File: src/rtl/if_fetch_unit.sv
// Instruction fetch stage: owns the fetch PC and issues req/ack memory fetches into a single IF/ID output slot, with redirect squash and a one-entry skid.
// Latency: the instruction appears on inst_o/pc_o one cycle after mem_ack_i; zero-wait memory sustains one instruction per cycle.
// Backpressure: stall_i holds the output slot, a returning word parks in the skid and requests pause until the slot drains.
// Optional macro IF_MISALIGN_TRAP_EN: a misaligned redirect target raises sticky misalign_o and halts fetch.
module if_fetch_unit #(
    parameter logic [31:0] RESET_PC = 32'h0000_0000,
    parameter int          ADDR_W   = 32
) (
    input  logic              clk,
    input  logic              rst_n,
    input  logic              stall_i,
    input  logic              b_flag_i,
    input  logic [ADDR_W-1:0] b_target_addr_i,
    output logic              mem_req_o,
    output logic [ADDR_W-1:0] mem_addr_o,
    input  logic              mem_ack_i,
    input  logic [31:0]       mem_data_i,
`ifdef IF_MISALIGN_TRAP_EN
    output logic              misalign_o,
`endif
    output logic              inst_valid_o,
    output logic [31:0]       inst_o,
    output logic [ADDR_W-1:0] pc_o
);

    typedef enum logic [1:0] {IDLE, REQ, SKID} state_t;

    state_t            state_q;
    logic [ADDR_W-1:0] fetch_pc_q;
    logic              mem_req_q;
    logic [ADDR_W-1:0] mem_addr_q;
    logic              inst_valid_q;
    logic [31:0]       inst_q;
    logic [ADDR_W-1:0] pc_q;
    logic              skid_vld_q;
    logic [31:0]       skid_dat_q;
    logic              discard_q;
`ifdef IF_MISALIGN_TRAP_EN
    logic              misalign_q;
`endif

    logic [ADDR_W-1:0] fetch_pc_inc_d;
    logic [ADDR_W-1:0] target_d;
    logic              slot_free_d;

    // Next sequential PC (wraps naturally), word-aligned redirect target, and output slot availability.
    always_comb begin
        fetch_pc_inc_d = fetch_pc_q + ADDR_W'(4);
        target_d       = {b_target_addr_i[ADDR_W-1:2], 2'b00};
        slot_free_d    = !inst_valid_q || !stall_i;
    end

    // Fetch FSM: request sequencing, squash on redirect, output slot and skid management.
    always_ff @(posedge clk or negedge rst_n) begin
        if (!rst_n) begin
            state_q      <= IDLE;
            fetch_pc_q   <= ADDR_W'(RESET_PC);
            mem_req_q    <= 1'b0;
            mem_addr_q   <= '0;
            inst_valid_q <= 1'b0;
            inst_q       <= '0;
            pc_q         <= '0;
            skid_vld_q   <= 1'b0;
            skid_dat_q   <= '0;
            discard_q    <= 1'b0;
`ifdef IF_MISALIGN_TRAP_EN
            misalign_q   <= 1'b0;
`endif
        end else begin
            // A consumed slot empties unless a branch below refills it.
            if (inst_valid_q && !stall_i) begin
                inst_valid_q <= 1'b0;
            end
`ifdef IF_MISALIGN_TRAP_EN
            if (misalign_q) begin
                // Halted after a misaligned redirect: nothing more is fetched until reset.
                state_q      <= IDLE;
                mem_req_q    <= 1'b0;
                inst_valid_q <= 1'b0;
            end else if (b_flag_i && (b_target_addr_i[1:0] != 2'b00)) begin
                misalign_q   <= 1'b1;
                inst_valid_q <= 1'b0;
                skid_vld_q   <= 1'b0;
                mem_req_q    <= 1'b0;
                discard_q    <= 1'b0;
                state_q      <= IDLE;
            end else
`endif
            if (b_flag_i) begin
                inst_valid_q <= 1'b0;
                skid_vld_q   <= 1'b0;
                fetch_pc_q   <= target_d;
                if (state_q == REQ && !mem_ack_i) begin
                    // Keep the in-flight address stable; its data is dropped when it returns.
                    discard_q <= 1'b1;
                end else begin
                    discard_q  <= 1'b0;
                    mem_req_q  <= 1'b1;
                    mem_addr_q <= target_d;
                    state_q    <= REQ;
                end
            end else begin
                case (state_q)
                    IDLE: begin
                        mem_req_q  <= 1'b1;
                        mem_addr_q <= fetch_pc_q;
                        state_q    <= REQ;
                    end
                    REQ: begin
                        if (mem_ack_i) begin
                            if (discard_q) begin
                                discard_q  <= 1'b0;
                                mem_addr_q <= fetch_pc_q;
                            end else if (slot_free_d) begin
                                inst_q       <= mem_data_i;
                                pc_q         <= mem_addr_q;
                                inst_valid_q <= 1'b1;
                                fetch_pc_q   <= fetch_pc_inc_d;
                                mem_addr_q   <= fetch_pc_inc_d;
                            end else begin
                                skid_dat_q <= mem_data_i;
                                skid_vld_q <= 1'b1;
                                mem_req_q  <= 1'b0;
                                state_q    <= SKID;
                            end
                        end
                    end
                    SKID: begin
                        // fetch_pc still names the parked word until it moves to the slot.
                        if (!stall_i) begin
                            inst_q       <= skid_dat_q;
                            pc_q         <= fetch_pc_q;
                            inst_valid_q <= 1'b1;
                            skid_vld_q   <= 1'b0;
                            fetch_pc_q   <= fetch_pc_inc_d;
                            mem_addr_q   <= fetch_pc_inc_d;
                            mem_req_q    <= 1'b1;
                            state_q      <= REQ;
                        end
                    end
                    default: state_q <= IDLE;
                endcase
            end
        end
    end

    assign mem_req_o    = mem_req_q;
    assign mem_addr_o   = mem_addr_q;
    assign inst_valid_o = inst_valid_q;
    assign inst_o       = inst_q;
    assign pc_o         = pc_q;
`ifdef IF_MISALIGN_TRAP_EN
    assign misalign_o   = misalign_q;
`endif

endmodule

File: config.mk
export PLATFORM = sky130hd
export DESIGN_NAME = if_fetch_unit
export DESIGN_NICKNAME = d
export VERILOG_FILES = /design/src/rtl/if_fetch_unit.sv
export SDC_FILE = /design/constraint.sdc
export NUM_CORES = 1
export LEC_CHECK = 0
export ABC_AREA = 1
export BUFFER_PORTS_ARGS = -buffer_cell sky130_fd_sc_hd__buf_2
export CAP_MARGIN = 25
export CORE_MARGIN = 1
export CORE_UTILIZATION = 55
export DETAILED_ROUTE_END_ITERATION = 7
export PLACE_DENSITY_LB_ADDON = 0.05
export SLEW_MARGIN = 20
export SYNTH_ARGS = -nofsm -noshare
export SYNTH_HDL_FRONTEND = slang
export SYNTH_SLANG_ARGS = --single-unit
export TNS_END_PERCENT = 30
File: constraint.sdc
create_clock -name clk -period 4.5 [get_ports clk]
set_clock_uncertainty 0.1 [all_clocks]
set_input_delay 0 -clock clk [delete_from_list [all_inputs] [get_ports clk]]
set_output_delay 0 -clock clk [all_outputs]
set_load 0.01 [all_outputs]
# Yosys cells after proc, flatten, opt, wreduce, memory -nomap -nowiden
# Index checks and enable logic that the tools add are counted.
# W data, S select, Z words.
[op_classes] add_sub_neg=1 shifts=0 n_bitwise=3 n_eq_ne=13 n_div=0 n_mux=46 mul=0 n_lt_le_gt_ge=0 n_reduce_logical=19
[op_table] operator="$mux W32" n=17
[op_table] operator="$pmux W32 S2" n=3
[op_table] operator="$pmux W32 S3" n=1
[op_table] operator="$add A32 B3 Y32 const B" n=1
[op_table] operator="$reduce_and A5 Y1" n=4
[op_table] operator="$mux W1" n=16
[op_table] operator="$ne A3 B3 Y1 const B" n=5
[op_table] operator="$mux W2" n=6
[op_table] operator="$reduce_and A6 Y1" n=2
[op_table] operator="$ne A2 B2 Y1 const B" n=5
[op_table] operator="$pmux W2 S3" n=1
[op_table] operator="$reduce_bool A2 Y1" n=3
[op_table] operator="$ne A4 B4 Y1 const B" n=1
[op_table] operator="$reduce_bool A4 Y1" n=1
[op_table] operator="$logic_not A1 Y1" n=3
[op_table] operator="$not A1 Y1" n=3
[op_table] operator="$pmux W1 S3" n=1
[op_table] operator="$reduce_bool A3 Y1" n=1
[op_table] operator="$eq A2 B1 Y1 const B" n=1
[op_table] operator="$eq A2 B2 Y1 const B" n=1
[op_table] operator="$logic_and A1 B1 Y1" n=2
[op_table] operator="$logic_not A2 Y1" n=1
[op_table] operator="$pmux W1 S2" n=1
[op_table] operator="$reduce_and A2 Y1" n=1
[op_table] operator="$logic_or A1 B1 Y1" n=1
[totals] memories=0 ram_bits=0 mem_bits_ro=0 word_cells=91 in_bits=69 output_inout_bits=98 latchBits=0 reg_bits=165

# Longest topological paths before layout
[logic_depth] depth_word=8 depth_mapped=11 mapped_depth_nobuf=11

# Least setup slack after synthesis
# No wires, ideal clock.
[synth_timing] path_kind="register to register" from="register state_q[1]" to="register inst_q[10], in the netlist inst_o[10]" arrival_ns=1.755 stages_incl_launch_ff=11 setup_slack_ns=2.521 synth_period_minus_slack_ns=1.979 n_path_buf=2 required_time_ns=4.277 setup_time_ns=0.123 path_cell_list="dfrtp_1 inv_1 ha_1 inv_2 nor2_1 a21oi_1 nand3_1 a211oi_2 buf_2 buf_4 a21oi_1"
[synth_between] elab_chain_len=3 word_cells_on_any_way=9 classes_between="eq/ne (6); mux (1); reduce/logical (2)"
[synth_rtl] item="from (decl)" line_no="28" source="state_t state_q;"
[synth_rtl] item="from (signal assigned)" line_no="56" source="state_q <= IDLE;"
[synth_rtl] item="from (signal assigned)" line_no="100" source="state_q <= REQ;"
[synth_rtl] item="from (signal assigned)" line_no="107" source="state_q <= REQ;"
[synth_rtl] item="$eq A2 B1 Y1 / $eq A2 B2 Y1 (equally long branches)" line_no="103" source="case (state_q)"
[synth_rtl] item="$ne A2 B2 Y1 (no source line) / $reduce_bool A2 Y1 (equally long branches)"
[synth_rtl] item="$reduce_and A6 Y1 (no source line)"
[synth_rtl] item="to (signal assigned)" line_no="115" source="inst_q <= mem_data_i;"
[synth_rtl] item="to (signal assigned)" line_no="131" source="inst_q <= skid_dat_q;"
[synth_rtl] item="to (decl)" line_no="33" source="logic [31:0] inst_q;"
# Parallel ways exist; a longest one is shown, timed or not.
# A chain may end at the register's enable or synchronous reset.

# Final worst setup path
[layout_timing] from="register state_q[0]" to="register fetch_pc_q[5]"
[layout_between] elab_chain_len=3 word_cells_on_any_way=10 classes_between="eq/ne (6); mux (2); reduce/logical (2)"
[layout_rtl] item="$eq A2 B1 Y1 / $eq A2 B2 Y1 (equally long branches)" line_no="103"
[layout_rtl] item="$ne A3 B3 Y1 (no source line) (tied with other cells)"
[layout_rtl] item="$reduce_and A5 Y1 (no source line) / $mux W32 (equally long branches)"
[layout_rtl] item="to (signal assigned)" line_no="92" source="fetch_pc_q <= target_d;"
[layout_rtl] item="to (signal assigned)" line_no="118" source="fetch_pc_q <= fetch_pc_inc_d;"
[layout_rtl] item="to (signal assigned)" line_no="135" source="fetch_pc_q <= fetch_pc_inc_d;"
[layout_rtl] item="to (decl)" line_no="29" source="logic [ADDR_W-1:0] fetch_pc_q;"
# Parallel ways exist; a longest one is shown, timed or not.

==> results.yml <==
run_status:
  status: "complete, but fails checks"
  violations: "design-rule violations"
clocking:
  cts_inserted_buffers: 17
  clk_path_buf_depth: 2
  ctsHoldBuffers: 67
  cts.sinks: 161
  cts-resized-gates: 0
  post_cts_buffers: 0
  cts_root_buf: "clkbuf_16"
  insertion_delay_ns: 0.43
  htree_num_levels: 4
  cts_tree: "built"
  path_clk_slew_ns: 0.06
routing:
  routed_wl_mm: 22.80
  vias: 8275
  first_iter_violations: 628
  firstDrtPassIters: 8
  viasPerCell: 5.440
  antenna_left: 0
  drcViolationCount: 11
  routedWlPerCell_um: 14.99
sta:
  maxSlewHeadroom: 0.4101
  hold_viol: 0
  finalCritPeriodShare: 0.6887
  fin_hold_ws_ns: 0.1136
  tightestPinTransition_ns: 0.8824
  drv_slew: 0
  setup_violations: 0
  period_needed_ns: 3.099
  clock.fmax_mhz: 322.7
  grt_setup_unrepaired: "false"
  fin_setup_tns_ns: 0
setup_path:
  cp.required_ns: 4.73
  cp-end-kind: "flip-flop"
  cpMaxStageDelayCell: "ha_1"
  crit_chain: "inv_1, ha_1, inv_2, a31oi_1, nand3_1, inv_2, nor2_1, a31oi_1"
  worstSetupPathType: "flip-flop to flip-flop"
  critPathArrivalTime_ns: 3.33
  max_stage_delay_ns: 0.64
  cp_max_fo: 21
  start_kind: "flip-flop"
placement:
  dp_hpwl_mm: 14.90
  port_buffers: 164
  gp_congestion: 0.9731
power_and_ir_drop:
  p_switching_mw: 3.264
  power.leakage_nw: 5.142
  pwr-share-seq: 0.351
  swShare: 0.4374
  internal_power_mw: 4.199
  ir_worst_vdd_v: 0.0006157
  p_comb_frac: 0.473
  clockPowerShare: 0.176
  power_density_mw_per_mm2: 709.3
floorplan:
  dieWidth_um: 125.2
  dieArea_mm2: 0.01569
  initial_core_util: 0.5684
  io-pin-count: 167
  coreArea_mm2: 0.01470
  row_count: 44
  die_h_um: 125.2
worst_hold_path:
  hold_path.class: "input port to asynchronous set/reset pin"
global_route:
  grt_remaining_overflow: 0
  grt_pass1_wl_mm: 38.14
  grt_pass1_vias: 7819
  antenna_found_initial: 0
  grtUsageTotal: 0.3053
  grt_max_degree: 112
synth:
  syn_area_per_cell_um2: 7.426
  syn-instance-count: 1125
  syn_area_mm2: 0.008354
  ys_warn_count: 0
  ys_seq_area_frac: 0.4823
  ys_types: 29
  ys_ff_latch: 161
  synthesis.nets: 1199
flow_run:
  drv_cap: 0
layout:
  nNetsFinal: 1399
  area_growth_syn_to_layout_pct: 25.95
  nFillCells: 1216
  drive_above_1_share: 0.1631
  insertedDiodeCount: 0
[cells in the final DEF (no fill, tap or decap), types with 4 or more instances in the layout]
cell	netlist	layout
inv_2	3	4
nor2_1	143	143
nand2_1	277	276
o21ai_0	107	107
o21ai_1	5	5
clkinvlp_4	0	4
a31oi_1	7	7
ha_1	5	5
clkbuf_16	0	17
buf_2	17	163
dfrtp_1	161	161
inv_1	88	87
dlygate4sd3_1	0	67
buf_4	6	10
a22oi_1	18	18
clkinv_2	0	4
o21a_1	21	21
nand3_1	64	64
nor3_1	9	9
a21oi_1	137	137
[final timing paths]
| path | cells after the start | to | startpoint | slack, ns |
|---|---|---|---|---|
| min | 2 | inst_o[19] | rst_n | 0.11 |
| min in group clk | 4 | skid_dat_q[7] | mem_data_i[7] | 0.31 |
| max reg2reg | 8 | fetch_pc_q[5] | state_q[0] | 1.40 |
| max | 8 | fetch_pc_q[5] | state_q[0] | 1.40 |
| min reg2reg | 2 | skid_dat_q[31] | skid_dat_q[31] | 0.38 |
| max in group asynchronous | 3 | inst_o[21] | rst_n | 3.13 |
[per-stage QoR]
stage	power [mW]	utilization	worst slack, ns	cell area (um^2)	cells
2_1_floorplan	4.900	-	2.521	8354	1125
3_3_place_gp	5.923	0.6279	1.493	9229	1419
3_5_place_dp	6.042	0.6297	1.474	9256	1420
4_1_cts	7.436	0.7116	1.433	10460	1518
5_1_grt	8.102	0.7159	1.027	10520	1521
6_report	7.464	0.7159	1.401	10520	1521
[flip-flops by register name, indices dropped and copies added (netlist names)]
register      count
discard_q         1
state_q           2
inst_valid_o      1
inst_o           32
mem_req_o         1
skid_dat_q       32
fetch_pc_q       30
pc_o             31
mem_addr_o       31
[per-layer routing]
metal  global-route usage  vias to the layer above  share of wire
met4               0.1241                        0          0.025
met5                    0                        -              0
met3              0.05563                       34          0.058
met1               0.4078                     3886           0.44
li1                     -                     4083              -
met2               0.4939                      272           0.48
[power groups by stage]
| stage | clock network [mW] | registers (mW) | logic (mW) |
|---|---|---|---|
| after floorplan | 0 | 2.74 | 2.16 |
| after CTS | 1.34 | 2.61 | 3.49 |
| after global placement | 0 | 2.60 | 3.32 |
| after global routing | 1.40 | 2.71 | 4.00 |
| final | 1.31 | 2.62 | 3.53 |
| after detailed placement | 0 | 2.62 | 3.42 |
[cell families (layout without fill, tap and decap cells)]
group | count (synthesis) | after routing | synth area share
DFF | 161 | 161 | 0.4823
adders and majority gates | 5 | 5 | 0.007488
muxes | 1 | 1 | 0.001198
buffers and inverters | 157 | 369 | 0.07578
AOI/OAI and AO/OA | 301 | 301 | 0.1953
and+or+nand+nor | 499 | 499 | 0.2369
xor gates and xnor gates | 1 | 1 | 0.001049
[cell usage after synthesis]
master | number | area share
o21ai_0 | 107 | 0.064
a211oi_2 | 1 | 0.0015
buf_1 | 3 | 0.0013
clkinv_1 | 1 | 0.00045
clkbuf_1 | 39 | 0.018
ha_1 | 5 | 0.0075
nand4_1 | 2 | 0.0015
or2_2 | 3 | 0.0022
o21ai_1 | 5 | 0.0030
a31oi_1 | 7 | 0.0052
dfrtp_1 | 161 | 0.48
inv_2 | 3 | 0.0013
o211ai_1 | 1 | 0.00090
o22ai_1 | 2 | 0.0015
buf_4 | 6 | 0.0054
nor2_1 | 143 | 0.064
buf_2 | 17 | 0.010
a21oi_1 | 137 | 0.082
a22oi_1 | 18 | 0.016
mux2i_1 | 1 | 0.0012
nor3_1 | 9 | 0.0054
inv_1 | 88 | 0.040
nor2_2 | 1 | 0.00075
o21a_1 | 21 | 0.019
a41oi_1 | 1 | 0.0010
nand2_1 | 277 | 0.12
o21bai_1 | 1 | 0.00090
xnor2_1 | 1 | 0.0010
nand3_1 | 64 | 0.038
[layout make-up]
cell class              instances  area [um^2]  share of cell area
well taps                     184        230.2             0.02188
clock buffers                  22        474.2             0.04507
flip-flops and latches        161         4029              0.3829
multi-input cells             807         3702              0.3518
inverters                      92        345.3             0.03282
repair buffers                246         1683              0.1599
clock inverters                 9        58.81            0.005589
[critical path, delay by kind of cell, from the launching register on]
kind,cells,cell delay [ns]
buffers and inverters,3,0.76
adders and majority gates,1,0.64
AOI/OAI and AO/OA,2,0.35
and+or+nand+nor,2,0.75
DFF,1,0.40
No activity file was read; power rests on OpenSTA's default activity.
